### src/rtl/fetch_pkg.sv
// Shared definitions for the fetch stage: FSM state encoding, nop word and
// the sequential PC increment.
// The TRAP state only exists when PC_MISALIGN_TRAP_EN is defined.
package fetch_pkg;

  typedef enum logic [1:0] {
    ST_RUN   = 2'b00,
    ST_FLUSH = 2'b01
`ifdef PC_MISALIGN_TRAP_EN
    ,
    ST_TRAP  = 2'b10
`endif
  } fetch_state_e;

  localparam logic [31:0] NOP_INSTR = 32'h0000_0000;
  localparam logic [31:0] PC_INCR   = 32'h0000_0004;

endpackage

### src/rtl/pc_fetch_stage_ifid_reg.sv
// IF/ID pipeline register. A clear (redirect) squashes the entry to a nop
// and has priority over hold (stall). Hold freezes every field.
module ifid_reg
  import fetch_pkg::*;
(
  input  logic        clk,
  input  logic        rst_n,
  input  logic        hold,
  input  logic        clear,
  input  logic [31:0] instruction,
  input  logic [31:0] pc_plus4,
  output logic [31:0] ifid_instruction,
  output logic [31:0] ifid_pc_plus4,
  output logic        ifid_valid
);

  // Capture, squash or hold the fetched instruction and its link address.
  always_ff @(posedge clk or negedge rst_n) begin
    if (!rst_n) begin
      ifid_instruction <= NOP_INSTR;
      ifid_pc_plus4    <= 32'h0000_0000;
      ifid_valid       <= 1'b0;
    end else if (clear) begin
      ifid_instruction <= NOP_INSTR;
      ifid_pc_plus4    <= ifid_pc_plus4;
      ifid_valid       <= 1'b0;
    end else if (hold) begin
      ifid_instruction <= ifid_instruction;
      ifid_pc_plus4    <= ifid_pc_plus4;
      ifid_valid       <= ifid_valid;
    end else begin
      ifid_instruction <= instruction;
      ifid_pc_plus4    <= pc_plus4;
      ifid_valid       <= 1'b1;
    end
  end

endmodule

### src/rtl/pc_fetch_stage.sv
// Program counter and IF/ID register for the five-stage MIPS datapath.
// Redirects (PCSrc) beat stalls; each accepted redirect squashes IF/ID and
// raises FlushOut for FLUSH_SLOTS cycles.
// Optional feature macro: PC_MISALIGN_TRAP_EN -- a misaligned redirect target
// vectors to TRAP_VECTOR and sets the sticky Misalign flag. Without it the
// target's low two bits are forced to zero and Misalign stays low.
module pc_fetch_stage
  import fetch_pkg::*;
#(
  parameter logic [31:0] RESET_PC    = 32'h0000_0000,
  parameter logic [31:0] TRAP_VECTOR = 32'h0000_0080,
  parameter int          FLUSH_SLOTS = 2
) (
  input  logic        Clk,
  input  logic        Rst,
  input  logic        Stall,
  input  logic        PCSrc,
  input  logic [31:0] PCNew,
  input  logic [31:0] Instruction,
  output logic [31:0] PC,
  output logic [31:0] PCPlus4,
  output logic [31:0] IFID_Instruction,
  output logic [31:0] IFID_PCPlus4,
  output logic        IFID_Valid,
  output logic        FlushOut,
  output logic        Misalign
);

  localparam logic [2:0] FLUSH_LOAD = 3'(FLUSH_SLOTS);

  logic [31:0]  pc_r;
  logic [31:0]  pc_plus4_s;
  logic [31:0]  pc_next_s;
  logic [31:0]  redirect_pc_s;
  logic         trap_sel_s;
  logic [2:0]   flush_cnt_r;
  logic [2:0]   flush_cnt_s;
  logic         flush_out_r;
  logic         misalign_r;
  logic         misalign_s;
  fetch_state_e state_r;
  fetch_state_e state_s;
  fetch_state_e resume_state_s;

  assign pc_plus4_s = pc_r + PC_INCR;

  // Pick the redirect target, diverting misaligned targets to the trap vector.
  always_comb begin
    trap_sel_s = 1'b0;
`ifdef PC_MISALIGN_TRAP_EN
    if (PCNew[1:0] != 2'b00) begin
      trap_sel_s = 1'b1;
    end else begin
      trap_sel_s = 1'b0;
    end
`endif
    if (trap_sel_s) begin
      redirect_pc_s = TRAP_VECTOR;
    end else begin
      redirect_pc_s = PCNew & ~32'h0000_0003;
    end
  end

  // Next PC, flush count and misalign flag: redirect > stall > advance.
  always_comb begin
    pc_next_s   = pc_plus4_s;
    flush_cnt_s = flush_cnt_r;
    if (PCSrc) begin
      pc_next_s = redirect_pc_s;
    end else if (Stall) begin
      pc_next_s = pc_r;
    end else begin
      pc_next_s = pc_plus4_s;
    end
    if (PCSrc) begin
      flush_cnt_s = FLUSH_LOAD;
    end else if (flush_cnt_r != 3'd0) begin
      flush_cnt_s = flush_cnt_r - 3'd1;
    end else begin
      flush_cnt_s = flush_cnt_r;
    end
`ifdef PC_MISALIGN_TRAP_EN
    misalign_s = misalign_r | (PCSrc & trap_sel_s);
`else
    misalign_s = 1'b0;
`endif
  end

  // FSM next state: enter FLUSH on a redirect, leave when the count empties.
  always_comb begin
    state_s = state_r;
`ifdef PC_MISALIGN_TRAP_EN
    if (misalign_s) begin
      resume_state_s = ST_TRAP;
    end else begin
      resume_state_s = ST_RUN;
    end
`else
    resume_state_s = ST_RUN;
`endif
    case (state_r)
      ST_FLUSH: begin
        if (PCSrc) begin
          state_s = ST_FLUSH;
        end else if (flush_cnt_s == 3'd0) begin
          state_s = resume_state_s;
        end else begin
          state_s = ST_FLUSH;
        end
      end
      default: begin
        if (PCSrc) begin
          state_s = ST_FLUSH;
        end else begin
          state_s = resume_state_s;
        end
      end
    endcase
  end

  // PC, flush counter, flag and state registers.
  always_ff @(posedge Clk or negedge Rst) begin
    if (!Rst) begin
      pc_r        <= RESET_PC;
      flush_cnt_r <= 3'd0;
      flush_out_r <= 1'b0;
      misalign_r  <= 1'b0;
      state_r     <= ST_RUN;
    end else begin
      pc_r        <= pc_next_s;
      flush_cnt_r <= flush_cnt_s;
      flush_out_r <= (flush_cnt_s != 3'd0);
      misalign_r  <= misalign_s;
      state_r     <= state_s;
    end
  end

  ifid_reg u_ifid_reg (
    .clk              (Clk),
    .rst_n            (Rst),
    .hold             (Stall),
    .clear            (PCSrc),
    .instruction      (Instruction),
    .pc_plus4         (pc_plus4_s),
    .ifid_instruction (IFID_Instruction),
    .ifid_pc_plus4    (IFID_PCPlus4),
    .ifid_valid       (IFID_Valid)
  );

  assign PC       = pc_r;
  assign PCPlus4  = pc_plus4_s;
  assign FlushOut = flush_out_r;
  assign Misalign = misalign_r;

endmodule

### config.mk
export PLATFORM = sky130hd
export DESIGN_NAME = pc_fetch_stage
export DESIGN_NICKNAME = d
export VERILOG_FILES = /design/src/rtl/fetch_pkg.sv /design/src/rtl/pc_fetch_stage_ifid_reg.sv /design/src/rtl/pc_fetch_stage.sv
export SDC_FILE = /design/constraint.sdc
export NUM_CORES = 1
export LEC_CHECK = 0
export CORE_MARGIN = 2
export CORE_UTILIZATION = 40
export CTS_CLUSTER_DIAMETER = 50
export CTS_CLUSTER_SIZE = 14
export DETAILED_ROUTE_END_ITERATION = 8
export PLACE_DENSITY = 0.85
export SLEW_MARGIN = 15
export SYNTH_ARGS = -nofsm -noshare
export SYNTH_HDL_FRONTEND = slang
export SYNTH_HIERARCHICAL = 1
export SYNTH_SLANG_ARGS = --single-unit
export TNS_END_PERCENT = 1
### constraint.sdc
create_clock -name Clk -period 1.97 [get_ports Clk]
set_clock_uncertainty 0.2 [all_clocks]
set_input_delay 0.394 -clock Clk [delete_from_list [all_inputs] [get_ports Clk]]
set_output_delay 0.394 -clock Clk [all_outputs]
set_load 0.05 [all_outputs]
==> impl_metrics.toml <==
[synthesis]
synthAdderAreaFrac = 0.00728
yosysSeqAreaShare = 0.480
syn-cell-area_mm2 = 0.00516
yosys.area_share.simple = 0.176
ys_warn_count = 6
synth_xor_area_frac = 0.0747
synth_top_flop_cell = "dfrtp_1"
avgSynthCellArea_um2 = 10.9
synth_seq_cells = 99
synth_top_family_by_area = "simple AND/OR/NAND/NOR gates"
synth_edf_count = 0
synth_compound_area_frac = 0.0512
synthArstFlopShare = 1.00
muxShareOfSynthArea = 0.158
synth_cells = 474
yosysUniqueCellTypes = 47

[worst_hold_path]
hp-class = "in -> reg"
min-delay-start = "PCSrc"
min_to = "flush_cnt_r[0]$_DFF_PN0_"
min_delay_path_depth = 2

[placed_design]
dpl_worst_slack_ns = -0.317
dpl_cell_area_mm2 = 0.00865
place.detailed.hpwl_mm = 12.5
io_buffers = 191
gp_congestion = 0.866

[route]
viasPerCell = 5.16
wire_per_inst_um = 18.3
drc = 0
via_count = 4794
drtPass1Iterations = 6
drtIter0Drc = 397
drt_wl_total_mm = 17.0
drtAntennaViolNets = 0

[worst_setup_path]
reg2reg_slack_ns = -0.25
required_ns = 1.38
startpoint_type = "register"
worstSetupPathType = "reg -> out"
path_buf_inv = 2
worst_r2r_path_depth = 7
path_cells = "nand4_1, nor3_4, buf_6, nand4_1, xnor2_4, buf_12"
max_stage_delay_ns = 0.40
r2r_end = "PC[18]$_DFFE_PN0N_"
crit_fanout = 6
path_common_cell = "nand4_1"
end_kind = "output port"
critical_path.top_delay_family = "simple AND/OR/NAND/NOR gates"
reg2reg_from = "PC[3]$_DFFE_PN0N_"
worstPathArrival_ns = 2.09
crit_slowest_cell = "dfrtp_2"

[global_routing]
grt_pass1_wl_mm = 26.4
grt_start_max_net_pins = 39
grt.total_usage = 0.238
overflow = 0
grt_pass1_vias = 4918
antenna_found_initial = 0

[sta]
timing.fmax_ghz = 0.373
grt_setup_unrepaired = "yes"
hold_slack_ns = 0.218
setup_viol = 53
hold_viol_final = 0
slew_headroom = 0.601
drv_slew = 0
tightest_slew_ns = 0.599
fin_crit_ns = 2.68
fin_setup_tns_ns = -17.82
worst_slack_ns = -0.709
period_share = 1.36

[die]
die_h_um = 118
rows = 41
die_x_um = 118
coreArea_mm2 = 0.0126
start_util = 0.409
dieArea_mm2 = 0.0138
ios = 199

[layout]
fin_area_mm2 = 0.00926
regArea_mm2 = 0.00250
final_util = 0.734
layout_common_cells = "buf_4, dfrtp_1, clkdlybuf4s50_1, buf_12, nor2_1"
antenna_cells = 0
drive_gt1_frac = 0.472
n_fill_cell = 822
nNetsFinal = 823
multi_input_area_mm2 = 0.00303
area_delta_synth_final_pct = 79.5
final_common_cell = "buf_4"

[clock_network]
clk_pin_slew_ns = 0.07
cts_tree = "built"
cts_root_buffer = "clkbuf_16"
cts-htree-levels = 3
numCtsBuffers = 9
cts_buffer_depth = 2
insertion_delay_ns = 0.34
cts_num_sinks = 99

[pwr]
irDropWorstVdd_v = 0.000520
clock_power_share = 0.234
p_switching_mw = 2.88
intPower_mw = 4.77
swShare = 0.377
pwr-share-seq = 0.325
p_comb_frac = 0.440
p_leak_nw = 4.23
p_per_area_mw_per_mm2 = 826

[outcome]
outcome = "complete, but fails checks"
violations = "setup timing"

[job]
maxCapViolCount = 0
==> metrics by stage <==
step | power [mW] | std cells
floorplan | 4.41 | 480
global placement | 5.72 | 903
detailed placement | 5.80 | 903
CTS | 7.64 | 921
global route | 7.91 | 929
finish | 7.64 | 929
==> repair_timing <==
item | 4_1_cts | 5_1_grt
hold buffers | 1 | 0
hold endpoints to repair | 35 | 0
buffers inserted | 1 | 8
pin swaps | 18 | 18
gates resized for setup | 24 | 19
setup endpoints to repair | 53 | 54
==> final cells by class <==
type	count	area share
inverters	10	0.00405
multi-input cells	336	0.328
clock inverters	4	0.00540
repair buffers	296	0.343
clock buffers	12	0.0266
flip-flops and latches	99	0.270
well taps	172	0.0232
==> routing by layer <==
| layer | GRT usage | wire length [um] | vias to the layer above | share of wire |
|---|---|---|---|---|
| li1 | - | - | 2193 | - |
| met4 | 0.0678 | 198 | 0 | 0.012 |
| met5 | 0 | 0 | - | 0 |
| met1 | 0.303 | 6960 | 2380 | 0.41 |
| met3 | 0.0460 | 1000 | 18 | 0.059 |
| met2 | 0.414 | 8810 | 203 | 0.52 |
==> power groups by stage <==
| stage | logic (mW) | registers (mW) | clock network [mW] |
|---|---|---|---|
| finish | 3.37 | 2.49 | 1.79 |
| global route | 3.51 | 2.52 | 1.88 |
| CTS | 3.34 | 2.48 | 1.82 |
| detailed placement | 3.29 | 2.52 | 0 |
| global placement | 3.22 | 2.50 | 0 |
| floorplan | 1.02 | 3.38 | 0 |
==> worst max path at each step <==
stage	start	to	slack, ns	cells past startpoint
final	PC[13]$_DFFE_PN0N_	PCPlus4[22]	-0.71	6
after floorplan	PC[10]$_DFFE_PN0N_	PCPlus4[22]	-0.57	5
after global routing	PC[13]$_DFFE_PN0N_	PCPlus4[22]	-0.76	6
after global placement	PC[13]$_DFFE_PN0N_	PCPlus4[31]	-0.24	5
after detailed placement	PC[13]$_DFFE_PN0N_	PCPlus4[31]	-0.32	5
after CTS	PC[13]$_DFFE_PN0N_	PCPlus4[22]	-0.63	6
==> Yosys cell counts (2+ instances only) <==
master	number	area, um2
dfrtp_1	99	2480
nor2_1	58	218
mux2i_1	34	340
nand2_1	34	128
xnor2_1	32	280
mux2_4	30	450
o21ai_0	18	90.1
nand3_1	17	85.1
clkbuf_1	15	56.3
nand4_1	12	75.1
xor2_1	12	105
inv_1	10	37.5
a31oi_1	9	56.3
buf_4	8	60.1
nor3_1	8	40.0
or4_1	8	60.1
and2_1	6	37.5
buf_2	6	30.0
o31ai_1	6	45.0
and4_1	5	43.8
or3_1	5	31.3
and3_1	4	25.0
buf_12	3	60.1
ha_1	3	37.5
nor4_1	3	18.8
a311o_1	2	20.0
buf_6	2	22.5
mux2_2	2	22.5
nand4_2	2	25.0
nand4b_1	2	17.5
nor2b_1	2	12.5
o211ai_1	2	15.0
==> kinds of logic (layout without fill, tap and decap cells) <==
kind of cell / after synthesis / in the layout
AOI/OAI and AO/OA: 42 / 42
xor gates and xnor gates: 44 / 44
adders and majority gates: 3 / 3
buffers and inverters: 45 / 322
DFF: 99 / 99
muxes: 66 / 66
other: 1 / 7
and+or+nand+nor: 174 / 174
==> flip-flops by register name, summed over array words and instances (netlist names) <==
signal,count
u_ifid_reg/ifid_valid,1
FlushOut,1
flush_cnt_r,3
PC,30
u_ifid_reg/ifid_instruction,32
u_ifid_reg/ifid_pc_plus4,32
Note: power is estimated with default switching activity, not from simulation.
